===== config.mk =====
export PLATFORM = sky130hd
export DESIGN_NAME = ci_response_collector
export DESIGN_NICKNAME = d
export VERILOG_FILES = /design/src/rtl/ci_response_collector.sv
export SDC_FILE = /design/constraint.sdc
export NUM_CORES = 1
export LEC_CHECK = 0
export ABC_AREA = 0
export CORE_UTILIZATION = 24
export CTS_BUF_LIST = sky130_fd_sc_hd__clkbuf_4 sky130_fd_sc_hd__clkbuf_8
export DETAILED_ROUTE_END_ITERATION = 10
export PLACE_DENSITY = 0.9
export SLEW_MARGIN = 20
export SYNTH_ARGS = -nofsm -noshare
export SYNTH_HDL_FRONTEND = slang
export SYNTH_SLANG_ARGS = --single-unit

===== constraint.sdc =====
create_clock -name clk_i -period 1.78 [get_ports clk_i]
set_input_delay 0.356 -clock clk_i [delete_from_list [all_inputs] [get_ports clk_i]]
set_output_delay 0.356 -clock clk_i [all_outputs]
set_load 0.02 [all_outputs]

===== src/rtl/ci_response_collector.sv =====
// Merges custom-instruction slave responses into one CPU response, with a watchdog timeout.
// Optional CI_COLLECTOR_STATUS_EN adds a status instruction exposing collision/timeout diagnostics.
module ci_response_collector #(
  parameter int unsigned NR_OF_SLAVES   = 4,
  parameter logic [15:0] TIMEOUT_CYCLES = 16'd1024,
  parameter logic [7:0]  STATUS_CI_NR   = 8'hFF
) (
  input  logic                         clk_i,
  input  logic                         rst_i,
  input  logic [7:0]                   ci_n_i,
  input  logic [31:0]                  ci_data_b_i,
  input  logic                         ci_start_i,
  input  logic                         ci_cke_i,
  input  logic [NR_OF_SLAVES-1:0]      slave_done_i,
  input  logic [32*NR_OF_SLAVES-1:0]   slave_results_i,
  output logic                         ci_done_o,
  output logic [31:0]                  ci_result_o,
  output logic                         busy_o
);

  localparam int unsigned CNT_W = 16;
  localparam logic [31:0] TIMEOUT_RESULT = 32'hDEADDEAD;

  typedef enum logic [1:0] {
    ST_IDLE    = 2'd0,
    ST_WAIT    = 2'd1,
    ST_TIMEOUT = 2'd2
  } state_e;

  state_e             state_q, state_d;
  logic [CNT_W-1:0]   cnt_q, cnt_d;
  logic [CNT_W-1:0]   timeout_count_q, timeout_count_d;
  logic               collision_q, collision_d;

  logic               any_done;
  logic               multi_done;
  logic [31:0]        merged_result;
  logic               status_hit;

  // OR-merge of all slave channels plus detection of more than one responder
  always_comb begin
    logic seen;
    seen          = 1'b0;
    multi_done    = 1'b0;
    merged_result = 32'd0;
    for (int unsigned i = 0; i < NR_OF_SLAVES; i++) begin
      multi_done    = multi_done | (seen & slave_done_i[i]);
      seen          = seen | slave_done_i[i];
      merged_result = merged_result | slave_results_i[32*i +: 32];
    end
    any_done = seen;
  end

`ifdef CI_COLLECTOR_STATUS_EN
  assign status_hit = (ci_n_i == STATUS_CI_NR);
  logic unused_bits;
  assign unused_bits = ^ci_data_b_i[31:1];
`else
  assign status_hit = 1'b0;
  logic unused_bits;
  assign unused_bits = ^{ci_data_b_i, ci_n_i, STATUS_CI_NR, status_hit};
`endif

  assign busy_o = (state_q != ST_IDLE);

  always_ff @(posedge clk_i or posedge rst_i) begin
    if (rst_i) begin
      state_q         <= ST_IDLE;
      cnt_q           <= '0;
      timeout_count_q <= '0;
      collision_q     <= 1'b0;
    end else begin
      state_q         <= state_d;
      cnt_q           <= cnt_d;
      timeout_count_q <= timeout_count_d;
      collision_q     <= collision_d;
    end
  end

  always_comb begin
    state_d         = state_q;
    cnt_d           = cnt_q;
    timeout_count_d = timeout_count_q;
    collision_d     = collision_q;
    ci_done_o       = 1'b0;
    ci_result_o     = 32'd0;

    unique case (state_q)
      ST_IDLE: begin
        if (ci_start_i && ci_cke_i) begin
`ifdef CI_COLLECTOR_STATUS_EN
          // Status read; a clear wins over any coincident flag update
          if (status_hit) begin
            ci_done_o   = 1'b1;
            ci_result_o = {collision_q, 15'd0, timeout_count_q} | merged_result;
            if (any_done) collision_d = 1'b1;
            if (ci_data_b_i[0]) begin
              collision_d     = 1'b0;
              timeout_count_d = '0;
            end
          end else
`endif
          if (any_done) begin
            ci_done_o   = 1'b1;
            ci_result_o = merged_result;
            if (multi_done) collision_d = 1'b1;
          end else begin
            state_d = ST_WAIT;
            cnt_d   = CNT_W'(1);
          end
        end
      end

      ST_WAIT: begin
        if (ci_cke_i) begin
          if (any_done) begin
            ci_done_o   = 1'b1;
            ci_result_o = merged_result;
            if (multi_done) collision_d = 1'b1;
            state_d     = ST_IDLE;
            cnt_d       = '0;
          end else if (cnt_q == TIMEOUT_CYCLES) begin
            state_d = ST_TIMEOUT;
            cnt_d   = '0;
            if (timeout_count_q != 16'hFFFF) timeout_count_d = timeout_count_q + CNT_W'(1);
          end else begin
            cnt_d = cnt_q + CNT_W'(1);
          end
        end
      end

      ST_TIMEOUT: begin
        ci_done_o   = 1'b1;
        ci_result_o = TIMEOUT_RESULT;
        if (ci_cke_i) state_d = ST_IDLE;
      end

      default: begin
        state_d = ST_IDLE;
        cnt_d   = '0;
      end
    endcase
  end

endmodule


==> metrics.md, run 1 <==
| Metric | Value |
|---|---|
| Via Count | 2,957 |
| Slowest stage delay, CP | 680 ps |
| CP most frequent cell | buf_6 |
| Num rows | 29 |
| Post-Place Cell Area | 0.00408 mm² |
| Worst setup EP type | output pin |
| CTS Hold Bufs | 0 |
| Main synth FF type | dfrtp_1 |
| PwrDens | 542 mW/mm² |
| Net Sw Power | 0.000862 W |
| EDFF count, synth | 0 |
| Worst-path clk slew | about 70 ps |
| Share of cells above drive strength 1 | between 30% and 40% |
| Final WS setup | -486 ps |
| Sw frac | around 36% |
| Final worst-path cycle share | 127% |
| Post-synthesis cell area | around 0.0016 mm² |
| Final setup fails | 33 |
| Clock Tree Root | clkbuf_8 |
| Total iterations of the first detailed-routing run | 8 |
| Reg2reg end | cnt_q[6] |
| Synth Area in XOR/XNOR | 0% |
| Internal power | about 0.0015 W |
| Iter 0 DRT Violations | 218 |
| Detail Route Antenna Nets | 0 |
| Slack of the worst reg-to-reg path | ~50 ps |
| Share of the synthesized area in the top cell type | 27.8% |
| Vias per cell | between 5 and 6 |
| P&R area growth vs syn | 169% |
| Leak pwr | 1.73 nW |
| # H-tree levels | 1 |
| Cells after synthesis | 206 |
| CP cell instances | or4b_4 -> buf_6 -> o31ai_4 -> buf_6 |
| Peak fanout along the critical path | 6 |
| Slew margin rel. | about three fifths |
| Critical Path Source Type | flop |
| Register share of total power | approximately 19% |
| Violated checks | DRC, setup timing |
| Hold Fails Final Rpt | 0 |
| CTS tree | built |
| Die ar. | slightly above 0.007 mm² |
| Vias in the first global route | 3,028 |
| Fin crit period | between 2000 and 2500 ps |
| Final GP Congestion | 0.912 |
| Synthesized flop and latch total | 18 |
| Slew @ Worst Pin | 611 ps |
| Worst skew pair latency | roughly 270 ps |
| Clock Skews | between 4 and 5 ps |
| Mean post-synth cell area | around 7.9 µm² |
| Count leader, synth | nor4_1 |
| VDD IR max | just under 0.3 mV |
| Multiplexer share of the synthesized area | 0% |
| Largest area contributor in the netlist | dfrtp_1 |
| I/O pin count | between 200 and 250 |
| Register area share after synthesis | about 28% |
| Library cells used by synthesis | 40 |
| First-pass GRT wire length | 17,500 µm |
| Post-synth top cells | 34 x nor4_1, 24 x o21ai_0, 18 x dfrtp_1 |
| CP Class | reg2out |
| Clock Tree Buf Depth | 2 |
| Unrepaired setup endpoints after global routing | true |
| Top cells by area, synth | dfrtp_1 28%, nor4_1 13%, o21ai_0 7.4% |
| Synth Area in Compound Gates | 25.0% |
| Max Fclk | 0.441 GHz |
| TNS Setup | -12,940 ps |
| Wire per inst | 24.0 µm |
| Reg2reg path depth | 6 |
| Core footprint | 0.00642 mm² |
| Critical Path AT | between 1500 and 2000 ps |
| Die width | between 80 and 90 µm |
| Hold Path Class | in2async |
| Slowest CP cell | or4b_4 |
| Design area | between 0.004 and 0.005 mm² |
| RR Startpoint | cnt_q[12] |
| Chip height | about 84 µm |
| Max-Cap Viols | 0 |
| Simple-gate area share of the yosys netlist | between 30% and 40% |
| Post-detail-place hpwl | about 8800 µm |
| FFs w/ async S/R, synth | 100% |
| Largest net degree at the start of global routing | 24 |
| # port buffers | around 170 |
| WL final | around 12,000 µm |
| Sink Count | 18 |
| Num CTS Buffers | 3 |
| Clock Power Share | between 10% and 20% |
| Largest family of logic cells by synthesized area | simple AND/OR/NAND/NOR gates |
| Status | finished, violations left |
| Fin nets | 603 |
| Area share of fa/ha/maj cells after synthesis | under 10% |
| Critical Path RT | between 1000 and 1500 ps |
| Syn_nets | between 300 and 400 |
| CP startpoint | state_q[1] |
| Post-route DRC | 31 |
| Grt total ovfl | 0 |
| Synth Warn # | 0 |
| Comb pwr share | 65.8% |
| Max-slew violations | 0 |
| GRT Util Overall | around a third |
| Initial antenna violation count | 3 |
| Initial Util | around a quarter |
## cell usage in the layout, fill, tap and decap left out, types with 3 or more instances in the layout
cell	count
a31oi_1	3
o311ai_2	3
nor2_4	10
inv_1	9
buf_6	34
dlygate4sd2_1	4
dfrtp_2	3
o21ai_0	3
a21oi_1	3
nand2_1	12
nor4_1	33
dfrtp_1	15
o31ai_1	3
o22ai_1	3
nand3_1	10
nor2_1	3
o21ai_4	21
diode_2	3
clkbuf_8	4
a32oi_1	6
buf_4	55
buf_16	4
clkdlybuf4s50_1	129
nand4_1	10
## final cells by class
class | count | area (µm²)
inverter | 9 | 33.8
multi-input combinational | 164 | 1440
tap | 77 | 96.3
sequential | 18 | 454
fill | 417 | 2060
clock buffer | 4 | 55.1
antenna | 3 | 7.51
timing repair buffer | 229 | 2270
## worst max-delay path, delay by kind of cell (launching register included)
family          cells  cell delay, ps
simple gates        1             680
compound gates      1             230
flops               1             400
buf+inv             2             330
## logic make-up (layout without fill, tap and decap cells)
family,count (synthesis),count (layout)
other,0,3
buffers and inverters,25,242
AOI/OAI and AO/OA,59,59
DFF,18,18
adders and majority gates,2,2
and+or+nand+nor,102,103
## metal layers
layer | wire, µm | track usage (%)
met1 | 3930 | 30.5
met2 | 5920 | 58.3
met3 | 1070 | 10.6
met4 | 1180 | 30.3
met5 | 0 | 0
## timing repair
action                                  4_1_cts  5_1_grt
pin swaps                                     3        5
gates cloned                                  3        1
setup buffers                                 1        1
endpoints found under the setup margin       51       44
resized for setup                           215       19
## power by group through the flow
stage	combinational (W)	sequential [W]	clock, W
5_1_grt	0.00162	0.000462	0.000371
3_3_place_gp	0.00129	0.000464	0
3_5_place_dp	0.00133	0.000465	0
4_1_cts	0.00146	0.000456	0.000361
2_1_floorplan	0.000619	0.000477	0
6_report	0.00155	0.000457	0.000352
## state kept, by name, summed over array words and instances, names as in the netlist
name     flops
cnt_q       16
state_q      2
## through the flow
step | std cells | power, W | utilization (%) | hold WS [ps] | worst slack, ps
floorplan | 206 | 0.00110 | - | 295 | -81.9
global placement | 491 | 0.00175 | 63.5 | 529 | -1050
detailed placement | 491 | 0.00179 | 63.5 | 535 | -1100
CTS | 499 | 0.00228 | 66.4 | 422 | -454
global route | 504 | 0.00245 | 67.9 | 434 | -515
finish | 504 | 0.00236 | 67.9 | 407 | -486
## how the worst max path moves through the flow
stage                            endpoint  slack [ps]  cells past startpoint
after floorplan           ci_result_o[12]         -80                      5
after global placement    ci_result_o[31]       -1050                      6
after detailed placement  ci_result_o[26]       -1100                      6
after CTS                 ci_result_o[19]        -450                      5
after global routing      ci_result_o[19]        -510                      4
final                     ci_result_o[19]        -490                      4
No activity file was read; power rests on OpenSTA's default activity.
==> run 2: changes to the inputs <==
--- a/config.mk
+++ b/config.mk
@@ -6,6 +6,7 @@
 export NUM_CORES = 1
 export LEC_CHECK = 0
 export ABC_AREA = 0
+export ABC_CLOCK_PERIOD_IN_PS = 1780
 export CORE_UTILIZATION = 24
 export CTS_BUF_LIST = sky130_fd_sc_hd__clkbuf_4 sky130_fd_sc_hd__clkbuf_8
 export DETAILED_ROUTE_END_ITERATION = 10
==> results of run 2 <==
Final layout, timing and power as in run 1 (identical DEF).
==> run 3: changes to the inputs <==
--- a/config.mk
+++ b/config.mk
@@ -9,6 +9,7 @@
 export ABC_CLOCK_PERIOD_IN_PS = 1780
 export CORE_UTILIZATION = 24
 export CTS_BUF_LIST = sky130_fd_sc_hd__clkbuf_4 sky130_fd_sc_hd__clkbuf_8
+export CTS_CLUSTER_SIZE = 14
 export DETAILED_ROUTE_END_ITERATION = 10
 export PLACE_DENSITY = 0.9
 export SLEW_MARGIN = 20
==> results of run 3 <==
Final layout, timing and power as in run 1 (identical DEF).
